==> src/rtl/descramble_multi.sv <==
// rtl/descramble_multi.sv - 802.11 x^7+x^4+1 descrambler with seed recovery, IN_WIDTH bits per beat
//
// Ports:
//   clock, rstn            rising-edge clock, synchronous active-low reset
//   enable                 low: strobes ignored, all state held
//   frame_start            pulse: restart seed acquisition for a new packet
//   seed_load, seed_in     load an explicit 7-bit seed and skip acquisition
//   in_data, input_strobe  scrambled bits (bit 0 earliest) and beat valid
//   out_data, output_strobe descrambled bits, one pulse per accepted beat, 1-cycle latency
//   seed_out, seed_valid   recovered/loaded seed and its valid level
//   service_err            sticky reserved-SERVICE-bit error (DESCRAMBLE_SERVICE_CHECK_EN only)
//
// Optional feature macro: DESCRAMBLE_SERVICE_CHECK_EN
module descramble_multi #(
    parameter int IN_WIDTH = 1
) (
    input  logic                clock,
    input  logic                rstn,
    input  logic                enable,
    input  logic                frame_start,
    input  logic                seed_load,
    input  logic [6:0]          seed_in,
    input  logic [IN_WIDTH-1:0] in_data,
    input  logic                input_strobe,
    output logic [IN_WIDTH-1:0] out_data,
    output logic                output_strobe,
    output logic [6:0]          seed_out,
    output logic                seed_valid
`ifdef DESCRAMBLE_SERVICE_CHECK_EN
    ,
    output logic                service_err
`endif
);

    generate
        if (IN_WIDTH != 1 && IN_WIDTH != 2 && IN_WIDTH != 4 && IN_WIDTH != 8) begin : g_width_check
            $error("descramble_multi: IN_WIDTH must be 1, 2, 4 or 8");
        end
    endgenerate

    // Frame bit counter only needs to reach the end of the region we inspect:
    // the reserved SERVICE bits end at 15 when checking, otherwise RUN starts at 7.
`ifdef DESCRAMBLE_SERVICE_CHECK_EN
    localparam logic [4:0] BCNT_SAT = 5'd16;
`else
    localparam logic [4:0] BCNT_SAT = 5'd7;
`endif

    typedef enum logic [1:0] {
        IDLE = 2'd0,
        ACQ  = 2'd1,
        RUN  = 2'd2
    } state_t;

    state_t                state_q, state_d;
    logic [6:0]            lfsr_q, lfsr_d;
    logic [4:0]            bcnt_q, bcnt_d;
    logic [IN_WIDTH-1:0]   out_d;
    logic                  strobe_d;
    logic [6:0]            seed_d;
    logic                  valid_d;
    logic                  fb;
`ifdef DESCRAMBLE_SERVICE_CHECK_EN
    logic                  err_q, err_d;
    logic                  chk_q, chk_d;    // check armed only for frames acquired through ACQ
`endif

    always_comb begin
        state_d  = state_q;
        lfsr_d   = lfsr_q;
        bcnt_d   = bcnt_q;
        out_d    = out_data;
        strobe_d = 1'b0;
        seed_d   = seed_out;
        valid_d  = seed_valid;
        fb       = 1'b0;
`ifdef DESCRAMBLE_SERVICE_CHECK_EN
        err_d    = err_q;
        chk_d    = chk_q;
`endif
        if (enable) begin
            if (frame_start) begin
                state_d = IDLE;
                bcnt_d  = 5'd0;
                seed_d  = 7'd0;
                valid_d = 1'b0;
`ifdef DESCRAMBLE_SERVICE_CHECK_EN
                err_d   = 1'b0;
                chk_d   = 1'b1;
`endif
            end else if (seed_load) begin
                state_d = RUN;
                lfsr_d  = seed_in;
                seed_d  = seed_in;
                valid_d = 1'b1;
                bcnt_d  = 5'd7;
`ifdef DESCRAMBLE_SERVICE_CHECK_EN
                chk_d   = 1'b0;
`endif
            end

            // The restart/load above is already folded into the working copies,
            // so a coincident beat sees the new frame position and seed.
            if (input_strobe) begin
                strobe_d = 1'b1;
                for (int i = 0; i < IN_WIDTH; i++) begin
                    if (bcnt_d < 5'd7) begin
                        // SERVICE bits are zero, so the scrambled bit is the LFSR bit itself.
                        lfsr_d[3'd6 - bcnt_d[2:0]] = in_data[i];
                        out_d[i] = 1'b0;
                        if (bcnt_d == 5'd6) begin
                            state_d = RUN;
                            seed_d  = lfsr_d;
                            valid_d = 1'b1;
                        end else begin
                            state_d = ACQ;
                        end
                    end else begin
                        fb       = lfsr_d[6] ^ lfsr_d[3];
                        out_d[i] = fb ^ in_data[i];
                        lfsr_d   = {lfsr_d[5:0], fb};
`ifdef DESCRAMBLE_SERVICE_CHECK_EN
                        if (chk_d && (bcnt_d < 5'd16) && out_d[i]) begin
                            err_d = 1'b1;
                        end
`endif
                    end
                    if (bcnt_d < BCNT_SAT) begin
                        bcnt_d = bcnt_d + 5'd1;
                    end
                end
            end
        end
    end

    always_ff @(posedge clock) begin
        if (!rstn) begin
            state_q       <= IDLE;
            lfsr_q        <= 7'd0;
            bcnt_q        <= 5'd0;
            out_data      <= '0;
            output_strobe <= 1'b0;
            seed_out      <= 7'd0;
            seed_valid    <= 1'b0;
`ifdef DESCRAMBLE_SERVICE_CHECK_EN
            err_q         <= 1'b0;
            chk_q         <= 1'b1;
`endif
        end else begin
            state_q       <= state_d;
            lfsr_q        <= lfsr_d;
            bcnt_q        <= bcnt_d;
            out_data      <= out_d;
            output_strobe <= strobe_d;
            seed_out      <= seed_d;
            seed_valid    <= valid_d;
`ifdef DESCRAMBLE_SERVICE_CHECK_EN
            err_q         <= err_d;
            chk_q         <= chk_d;
`endif
        end
    end

`ifdef DESCRAMBLE_SERVICE_CHECK_EN
    assign service_err = err_q;
`endif

endmodule

==> config.mk <==
export PLATFORM = sky130hd
export DESIGN_NAME = descramble_multi
export DESIGN_NICKNAME = d
export VERILOG_FILES = /design/src/rtl/descramble_multi.sv
export SDC_FILE = /design/constraint.sdc
export NUM_CORES = 1
export LEC_CHECK = 0
export CAP_MARGIN = 5
export CORE_MARGIN = 2
export CORE_UTILIZATION = 58
export DETAILED_ROUTE_END_ITERATION = 10
export PLACE_DENSITY = 0.84
export SYNTH_ARGS = -nofsm -noshare
export SYNTH_HDL_FRONTEND = slang
export SYNTH_SLANG_ARGS = --single-unit
==> constraint.sdc <==
create_clock -name clock -period 7.45 [get_ports clock]
set_input_delay 2.235 -clock clock [delete_from_list [all_inputs] [get_ports clock]]
set_output_delay 2.235 -clock clock [all_outputs]
set_load 0.05 [all_outputs]
==> metrics.md <==
| Metric | Value |
|---|---|
| Lkg Pwr | `0.664 nW` |
| Top-area cell type share of the netlist area | `about 28%` |
| # diodes | `0` |
| Clock-pin slew on the worst setup and hold paths | `0.14 ns` |
| RSZ-0062 raised after global routing | `no` |
| GRT overflow | `0` |
| Final Hold Vio Count | `0` |
| FF/Latch Area | `440 um2` |
| Largest net degree at the start of global routing | `38` |
| Clk sink count | `22` |
| Hold Startpoint | `seed_valid$_SDFFE_PN0P_` |
| Commonest non-fill, non-tap cell in the layout | `o21ai_0` |
| Power density cells | `about 170 nW/um2` |
| CTS tree | `built` |
| WP data arrival | `about 5.3 ns` |
| Hold Crit Class | `reg -> reg` |
| Synthesized area | `roughly 1600 um2` |
| Layout Skew | `around 0.0054 ns` |
| Synth top area cells | `dfxtp_1 (28%), mux2i_1 (9.5%), o21ai_0 (7.6%)` |
| Post-CTS Setup Inserts | `0` |
| Fillers | `202` |
| Core Footprint | `2520 um2` |
| Syn_area_per_cell | `just over 8 um2` |
| # IOs | `24` |
| CP startpoint | `frame_start` |
| Gr busiest metal | `met2` |
| Post_cts resized | `0` |
| CP Capture Type | `flip-flop` |
| Met1 Use GR | `36.4%` |
| GRT Total Usage | `28.2%` |
| Seq/Total Area, Yosys | `between 20% and 30%` |
| Residual DRC | `0` |
| Root Buffer | `clkbuf_4` |
| Critical setup path kind | `in -> reg` |
| Setup WS post-layout | `2.41 ns` |
| Crit start category | `input port` |
| Area growth, synth to finish | `15.3%` |
| WP data required | `7.67 ns` |
| Antenna violations before repair | `0` |
| Total Power | `316 uW` |
| Status | `completed` |
| Met2 usage | `45.0%` |
| Hold_buf cts | `0` |
| Syn Nets | `211` |
| Wirelength per Cell | `17.8 um` |
| Routability congestion estimate from global placement | `0.902` |
| Die Height | `around 56 um` |
| Slew headroom | `between 30% and 40%` |
| Syn. warnings | `0` |
| Port-buffer cells | `23` |
| RR Startpoint | `bcnt_q[0]$_SDFFE_PN0P_` |
| Setup tns final | `0 ns` |
| WL final | `4210 um` |
| Vias/cell | `a little under 7` |
| Largest buffer count on any clock path | `2` |
| Clk Latency, worst-skew pair | `0.33 ns` |
| Crit path max fanout | `21` |
| Peak supply drop | `167 uV` |
| Worst slew pin tran | `0.899 ns` |
| DRT antenna net count | `0` |
| Fin nets | `224` |
| Tcrit/Tclk final | `67.6%` |
| Commonest non-fill, non-tap cells in the layout | `o21ai_0 (24), clkdlybuf4s50_1 (23), dfxtp_1 (22)` |
| Share of layout cells above drive strength 1 | `between 7 and 8%` |
| # setup viols final | `0` |
| Post-Synthesis Cells | `195` |
| Synth Flop Type | `dfxtp_1` |
| Max Slew Vio Count | `0` |
| Number of H-tree branching levels | `1` |
| Pre-CTS WS | `about 2.2 ns` |
| Finished Layout Cells | `between 200 and 250` |
| Vias in the first global route | `1523` |
| First-pass GRT wire length | `7220 um` |
| # rows | `18` |
| Starting density of the core | `between 60% and 70%` |
| Iter 0 DRT Violations | `135` |
| Router iterations before antenna repair | `5` |
| Multi-input logic area | `1030 um2` |
| Cts bufs inserted | `3` |
| Max-cap violation count | `0` |
| Inst Count DP | `233` |
| Vias | `between 1.5k and 2k` |
| Synth Register Bits | `22` |
| EDFF count, synth | `0` |
| Top cell type by total area after synthesis | `dfxtp_1` |
| Ys async rst share | `0%` |
| HPWL after detailed placement | `approximately 2900 um` |
| Tmin final | `about 5 ns` |
| Distinct cells, synth | `52` |
| Die ar. | `around 3200 um2` |
| Fmax | `a little under 200 MHz` |
| Met3 GRT Util | `5.35%` |
| Die X | `56.2 um` |
==> cell type report <==
type | count | share of cell area, %
clock inverters | 1 | 1.65
inverters | 6 | 1.23
well taps | 30 | 2.06
multi-input cells | 151 | 56.7
repair buffers | 24 | 13.0
clock buffers | 3 | 1.23
flip-flops and latches | 22 | 24.1
==> path summary, 6_finish.rpt <==
check | to | slack, ns | depth (start not counted)
max reg2reg | lfsr_q[2]$_SDFFE_PN0P_ | 4.91 | 7
max | lfsr_q[2]$_SDFFE_PN0P_ | 2.41 | 8
min | seed_valid$_SDFFE_PN0P_ | 0.49 | 2
min reg2reg | seed_valid$_SDFFE_PN0P_ | 0.49 | 2
==> cell usage after synthesis, types with 5 or more instances <==
cell,instances
nand3_1,7
a21oi_1,13
inv_1,6
clkbuf_1,7
nand2_1,9
dfxtp_1,22
o21ai_0,24
nand4_1,5
nor3_1,5
a31oi_1,5
nor2_1,12
mux2i_1,15
==> cell families after synthesis <==
group / after synthesis / share of synthesized area, %
buffers and inverters: 22 / 6.80
muxes: 19 / 12.3
DFF: 22 / 27.8
xor gates and xnor gates: 4 / 2.22
AOI/OAI and AO/OA: 70 / 30.8
and+or+nand+nor: 56 / 18.4
adders and majority gates: 2 / 1.58
==> through the flow <==
step                hold slack [ns]  cell area [um2]  utilization (%)
detailed placement            0.474             1770             70.2
CTS                           0.491             1820             72.3
global route                  0.516             1820             72.3
floorplan                     0.474             1580                -
global placement              0.460             1770             70.2
finish                        0.492             1820             72.3
==> metal layers <==
layer,vias to the layer above,routed length (um)
met5,-,0
met4,0,126
met3,18,402
met2,103,1950
met1,735,1730
li1,757,-
==> state kept, by name, summed over array words and instances, names as in the netlist <==
register and flops:
bcnt_q 5, lfsr_q 7, out_data 1, output_strobe 1
seed_out 7, seed_valid 1
==> critical path, cell delays in order <==
cell and delay, ns:
clkdlybuf4s50_1 0.85, o21ba_2 0.51, ha_1 0.32, nor3b_1 0.14, o311ai_0 0.52, mux2_2 0.40, o21ai_0 0.17, o21ai_0 0.10
==> report_power, final <==
part / total (mW) / internal, mW / switching, mW
Clock: 0.0956 / 0.0545 / 0.0412
Combinational: 0.0885 / 0.0353 / 0.0532
Sequential: 0.132 / 0.125 / 0.00680
Note: power is estimated with default switching activity, not from simulation.
